--- src/rtl/burst_rr_arbiter_if.sv ---
// burst_rr_arbiter_if: request/grant bundle between requesters and the burst round-robin arbiter
interface burst_rr_arbiter_if #(
  parameter int N = 4,
  parameter int MAX_BURST = 8
);
  localparam int W = $clog2(N);
  localparam int CW = $clog2(MAX_BURST + 1);
  logic [N-1:0] request;
  logic [N-1:0] last;
  logic [N-1:0] grant;
  logic [W-1:0] grant_id;
  logic busy;
  logic [CW-1:0] burst_cnt;
  modport master (output request, last, input grant, grant_id, busy, burst_cnt);
  modport slave (input request, last, output grant, grant_id, busy, burst_cnt);
endinterface

--- src/rtl/burst_rr_arbiter.sv ---
// burst_rr_arbiter: registered round-robin arbiter holding the grant for a whole burst
// Define ARB_BURST_LIMIT_EN to force release once burst_cnt reaches MAX_BURST.
module burst_rr_arbiter #(
  parameter int N = 4,
  parameter int MAX_BURST = 8
) (
  input logic clk,
  input logic rst,
  burst_rr_arbiter_if.slave bus
);
  localparam int W = $clog2(N);
  localparam int CW = $clog2(MAX_BURST + 1);
  typedef enum logic {IDLE, OWN} state_t;
  state_t state, state_n;
  logic [W-1:0] owner, owner_n, ptr, ptr_n, win;
  logic [CW-1:0] cnt, cnt_n;
  logic found, rel, lim;
`ifdef ARB_BURST_LIMIT_EN
  assign lim = cnt == CW'(MAX_BURST);
`else
  assign lim = 1'b0;
`endif
  always_ff @(posedge clk) begin
    if (rst) begin
      state <= IDLE;
      owner <= '0;
      ptr <= '0;
      cnt <= '0;
    end else begin
      state <= state_n;
      owner <= owner_n;
      ptr <= ptr_n;
      cnt <= cnt_n;
    end
  end
  // Scan backwards so the last hit is the first set bit in search order from ptr.
  always_comb begin
    found = 1'b0;
    win = '0;
    for (int k = N - 1; k >= 0; k--) begin
      if (bus.request[(int'(ptr) + k) % N]) begin
        found = 1'b1;
        win = W'((int'(ptr) + k) % N);
      end
    end
    rel = state == IDLE || !bus.request[owner] || bus.last[owner] || lim;
    state_n = state;
    owner_n = owner;
    ptr_n = ptr;
    cnt_n = &cnt ? cnt : cnt + 1'b1;
    if (rel) begin
      state_n = found ? OWN : IDLE;
      owner_n = found ? win : '0;
      ptr_n = found ? (win == W'(N - 1) ? '0 : win + 1'b1) : ptr;
      cnt_n = found ? CW'(1) : '0;
    end
  end
  always_comb begin
    bus.grant = '0;
    bus.grant[owner] = state == OWN;
    bus.grant_id = owner;
    bus.busy = state == OWN;
    bus.burst_cnt = cnt;
  end
endmodule

--- src/flat_wrapper.sv ---
// flat-port wrapper written by rule: the top's interface ports become plain ports
module burst_rr_arbiter_flat 
#(
  parameter int N = 4,
  parameter int MAX_BURST = 8
)
  (clk, rst, bus_request, bus_last, bus_grant, bus_grant_id, bus_busy, bus_burst_cnt);
  burst_rr_arbiter_if #(.N(N), .MAX_BURST(MAX_BURST)) bus_i ();
  input logic clk;
  input logic rst;
  input wire logic [$bits(bus_i.request)-1:0] bus_request;
  input wire logic [$bits(bus_i.last)-1:0] bus_last;
  output wire logic [$bits(bus_i.grant)-1:0] bus_grant;
  output wire logic [$bits(bus_i.grant_id)-1:0] bus_grant_id;
  output wire logic [$bits(bus_i.busy)-1:0] bus_busy;
  output wire logic [$bits(bus_i.burst_cnt)-1:0] bus_burst_cnt;
  assign bus_i.request = bus_request;
  assign bus_i.last = bus_last;
  assign bus_grant = bus_i.grant;
  assign bus_grant_id = bus_i.grant_id;
  assign bus_busy = bus_i.busy;
  assign bus_burst_cnt = bus_i.burst_cnt;
  burst_rr_arbiter #(.N(N), .MAX_BURST(MAX_BURST)) u_core (.clk(clk), .rst(rst), .bus(bus_i));
endmodule
--- config.mk ---
export PLATFORM = sky130hd
export DESIGN_NAME = burst_rr_arbiter_flat
export DESIGN_NICKNAME = d
export VERILOG_FILES = /design/src/rtl/burst_rr_arbiter_if.sv /design/src/rtl/burst_rr_arbiter.sv /design/src/flat_wrapper.sv
export SDC_FILE = /design/constraint.sdc
export NUM_CORES = 1
export LEC_CHECK = 0
export CAP_MARGIN = 20
export CORE_MARGIN = 2
export CORE_UTILIZATION = 35
export CTS_CLUSTER_DIAMETER = 120
export DETAILED_ROUTE_END_ITERATION = 10
export GPL_ROUTABILITY_DRIVEN = 0
export GPL_TIMING_DRIVEN = 0
export PLACE_DENSITY_LB_ADDON = 0.3
export SETUP_SLACK_MARGIN = 0.05
export SYNTH_ARGS = -nofsm -noshare
export SYNTH_HDL_FRONTEND = slang
export SYNTH_SLANG_ARGS = --single-unit
--- constraint.sdc ---
create_clock -name clk -period 4.2 [get_ports clk]
set_clock_uncertainty 0.15 [all_clocks]
set_input_delay 0.42 -clock clk [delete_from_list [all_inputs] [get_ports clk]]
set_output_delay 0.42 -clock clk [all_outputs]
set_load 0.02 [all_outputs]
# After elaboration in Yosys (flattened, before gate mapping)
# Cells that the tools add are included.
# word_totals
register_bits,9
# classes
n_reduce_logical,9
mux,31
add_sub_neg,5
order_cmp,6
bitwise_logic,5
n_eq_ne,2
# op_table
op,n
two-way mux 1 bit,16
binary-select mux 1 bit (select 2 bit),6
"less-than comparator 3 x 4 -> 1 bit, second input constant",3
two-way mux 2 bit,6
two-way mux 4 bit,2
"less-than comparator 2 x 3 -> 1 bit, second input constant",2
OR reduction 2 bit,3
"adder 2 x 1 -> 2 bit, second input constant",2
"adder 2 bit, second input constant",2
"adder 4 x 1 -> 4 bit, second input constant",1
bitwise AND 4 bit,1
AND reduction 4 bit,1
"bitwise AND 1 bit, first input constant",3
demux 1 bit (select 2 bit),1
"equality test 2 bit, second input constant",1
">= comparator 2 x 1 -> 1 bit, second input constant",1
logical OR 1 bit,2
"!= test 2 x 1 -> 1 bit, second input constant",1
AND reduction 2 bit,1
logical AND 1 bit,1
logical NOT 1 bit,1
NOT 1 bit,1

# Depth between registers and ports, before layout
# depth
word_depth,12
depth_mapped,6
depth_no_buf,5

# Least setup slack after synthesis
# OpenSTA, ideal clock, no wires.
# synth_timing
path_type,reg2reg
from,"reg u_core.owner[0], in the netlist u_core.bus.grant_id[0]"
to,"reg u_core.owner[0], in the netlist u_core.bus.grant_id[0]"
path_slack_ns,2.526
setup_ns,0.115
period_less_slack_ns,1.674
arrival_time_ns,1.409
n_path_buf,1
stages_incl_launch_ff,6
cell_sequence,dfxtp_1 o32a_1 o22a_1 buf_6 nor2b_4 o21ba_1
# synth_between
elab_chain_len,5
# synth_rtl
element,line_no,text
"start, declared",burst_rr_arbiter.sv:15,"logic [W-1:0] owner, owner_n, ptr, ptr_n, win;"
"start signal, assigned",burst_rr_arbiter.sv:31,owner <= owner_n;
binary-select mux 1 bit (select 2 bit),burst_rr_arbiter.sv:46,rel = state == IDLE || !bus.request[owner] || bus.last[owner] || lim;
two-way mux 1 bit (implied by the code),burst_rr_arbiter.sv:46,
logical NOT 1 bit,burst_rr_arbiter.sv:46,
logical OR 1 bit,burst_rr_arbiter.sv:46,
logical OR 1 bit (*),burst_rr_arbiter.sv:46,
# Mark *: on every way between the ends. The rest lies on a longest branch, timed or not. The select of a mux whose other input is x is not followed.
# A chain may end at the register's enable or synchronous reset.

# Final worst setup path
# layout_timing
from,"reg u_core.owner[0], in the netlist u_core.bus.grant_id[0]"
to,out bus_grant[1]
# layout_between
elab_chain_len,5
# layout_rtl
element,line_no,text
less-than comparator 2 x 3 -> 1 bit (implied by the code) / >= comparator 2 x 1 -> 1 bit (equally long branches),burst_rr_arbiter.sv:60,bus.grant[owner] = state == OWN;
logical AND 1 bit (implied by the code),burst_rr_arbiter.sv:60,
two-way mux 1 bit (implied by the code),burst_rr_arbiter.sv:60,
demux 1 bit (select 2 bit) (*),-,
bitwise AND 4 bit (no line) (*),-,
"end, declared",flat_wrapper.sv:13,output wire logic [$bits(bus_i.grant)-1:0] bus_grant;
# Mark *: on every way between the ends. The rest lies on a longest branch, timed or not.

==> impl_metrics.toml <==
[outcome]
outcome = "finished clean"

[grt]
grtUsageTotal_pct = 13.47
grt_antenna_before_repair = 0
grt_first_pass_wirelength_um = 1849
grt_pass1_vias = 454
grt-ovfl-total = 0
grt_max_degree = 11

[power]
cellPowerDensity_nw_per_um2 = 330.2
power_leakage_nw = 0.3051
ir_worst_vdd_v = 0.0002428

[finish]
nets = 99
diodes = 0
syn_to_final_growth_pct = 44.87
regArea_um2 = 180.2
drive_gt1_share_pct = 10.34
multi_input_comb_area_um2 = 302.8
nFillCells = 126

[die]
die_h_um = 42.70
core_area_um2 = 1350
die_area_um2 = 1823
rows = 13
die_w_um = 42.70
ios = 21
start_util_pct = 38.83

[setup_path]
regToRegStartpoint = "u_core.bus.grant_id[0]"
cp.arrival_ns = 1.55
path_cells = "inv_1 -> nor2_1 -> clkdlybuf4s50_1"
worstPathRequired_ns = 3.63
slowest_delay_ns = 0.61
worstSetupPathType = "flip-flop to primary output"
cp-start-kind = "flip-flop"
critPathCaptureType = "primary output"
crit_buf_inv = 2
r2r_cells = 5
rr_endpoint = "u_core.bus.grant_id[0]"
crit_fanout = 8
slowest_stage = "clkdlybuf4s50_1"
regToRegSetupSlack_ns = 2.53
critical-path-top-delay-family = "buffers and inverters"

[synth]
synth_cell_types = 25
synth_area_per_cell_um2 = 8.191
synthesis.nets = 75
synthDominantCellAreaShare_pct = 34.37
synth-warning-count = 0
ys_seq_area_share_pct = 34.37
synth_area_leaders = "dfxtp_1, nor2_1, a21oi_1"
ys_ff_latch = 9
yosys.area.top_type = "dfxtp_1"
synth_area_um2 = 524.3
postSynthCellCount = 64

[routing]
vias_per_cell = 5.059
first_pass_iters = 4
routed_wl_um = 1101
wl_per_cell_um = 10.79
antenna_left = 0
drtIter0Drc = 8
vias = 516
drc_errors = 0

[sta]
worst_pin_slew_ns = 0.4356
min_period_ns = 2.121
period_share_pct = 50.50
finalSetupViolCount = 0
setup_ws_ns = 2.079
fin_setup_tns_ns = 0
finalHoldViolations = 0
max_slew_margin_pct = 70.96
fmax_mhz = 471.5
rsz0062_at_grt = "no"
maxSlewViolCount = 0

[clock_network]
cts_hold_buf = 0
root_buffer = "clkbuf_4"
cts_tree = "yes"
cts_resized = 0
clock_latency_ns = 0.25
cts_setup_buffers = 0
numCtsBuffers = 3
clk_pin_slew_worst_paths_ns = 0.06
htree_levels = 1
cts_sinks = 9
clk_path_buf_depth = 2

[run]
maxCapViolCount = 0

[placement]
place_ws_ns = 1.932
io_buffer_count = 19
detailed_place_hpwl_um = 873.1

[hold_path]
hold_class = "flip-flop to flip-flop"
min_to = "u_core.bus.burst_cnt[3]"
hold_path_depth = 2
min_from = "u_core.bus.burst_cnt[3]"
-- cells in the mapped netlist (all sizes together) --
library cell,instances
ha,1
o22a,1
nor2b,1
o21ba,1
a21oi,6
nor3,4
clkbuf,1
buf,1
a221o,1
mux2i,2
nand2b,2
nand3,4
xor2,2
a311oi,1
a31oi,1
dfxtp,9
o21ai,2
o221ai,1
o32a,2
nand2,3
inv,7
a2111oi,1
nor2,9
a21o,1
-- logic make-up after synthesis --
| group | Yosys count | share of synthesized area [%] |
|---|---|---|
| simple gates | 23 | 21.24 |
| xor+xnor | 2 | 3.342 |
| mux | 2 | 3.819 |
| fa+ha+maj | 1 | 2.386 |
| flops | 9 | 34.37 |
| compound gates | 18 | 26.97 |
| buf+inv | 9 | 7.876 |
-- metal layers --
layer  global-route usage [%]  vias to the layer above  share of wire [%]
li1                         -                      274                  -
met1                    18.81                      222                 49
met2                    17.88                       18                 41
met3                    8.085                        2                9.0
met4                    1.875                        0               0.54
met5                        0                        -                  0
-- final cells by class --
type                    count  area share [%]
well taps                  15           2.471
repair buffers             19           25.04
flip-flops and latches      9           23.72
clock buffers               4           3.460
plain buffers               2           1.977
multi-input cells          46           39.87
inverters                   7           3.460
-- worst max path at each step --
stage	from	endpoint	slack [ns]	cells past startpoint
floorplan	u_core.bus.grant_id[0]	u_core.bus.grant_id[0]	2.53	5
finish	u_core.bus.grant_id[0]	bus_grant[1]	2.08	3
global route	u_core.bus.grant_id[0]	bus_grant[3]	1.96	3
global placement	bus_request[2]	u_core.bus.grant_id[0]	1.95	7
CTS	u_core.bus.grant_id[0]	bus_grant[1]	2.05	3
detailed placement	bus_request[0]	u_core.bus.grant_id[0]	1.93	7
-- worst register-to-register path, cell delays in order (launching register included) --
cell     delay (ns)
dfxtp_1        0.37
o32a_1         0.39
o22a_1         0.21
buf_6          0.15
nor2b_4        0.13
o21ba_1        0.17
-- registers in the layout, summed over array words and instances (netlist names) --
signal                cells
u_core.bus.burst_cnt      4
u_core.bus.busy           1
u_core.bus.grant_id       2
u_core.ptr                2
-- report_power, final --
part	switching (W)	internal (W)
Clock	0.0000265	0.0000364
Sequential	0.00000999	0.0000943
Combinational	0.0000399	0.0000438
Total	0.0000763	0.000174
-- layout by cell type (no fill, tap or decap), types with 3 or more instances in the layout --
master	n
clkdlybuf4s50_1	19
nor2_1	9
dfxtp_1	9
a21oi_1	6
inv_1	5
nand3_1	4
nor3_1	4
nand2_1	3
clkbuf_4	3
-- per-stage QoR --
| stage | hold slack (ns) | std cells | utilization [%] | power [W] | instance area, um2 |
|---|---|---|---|---|---|
| after global placement | 0.3741 | 98 | 54.31 | 0.0001891 | 733.2 |
| final | 0.3900 | 102 | 56.26 | 0.0002508 | 759.5 |
| after floorplan | 0.3584 | 64 | - | 0.0001587 | 524.3 |
| after CTS | 0.3841 | 102 | 56.26 | 0.0002548 | 759.5 |
| after global routing | 0.4206 | 102 | 56.26 | 0.0002686 | 759.5 |
| after detailed placement | 0.3884 | 98 | 54.31 | 0.0001900 | 733.2 |
Note: power is estimated with default switching activity, not from simulation.
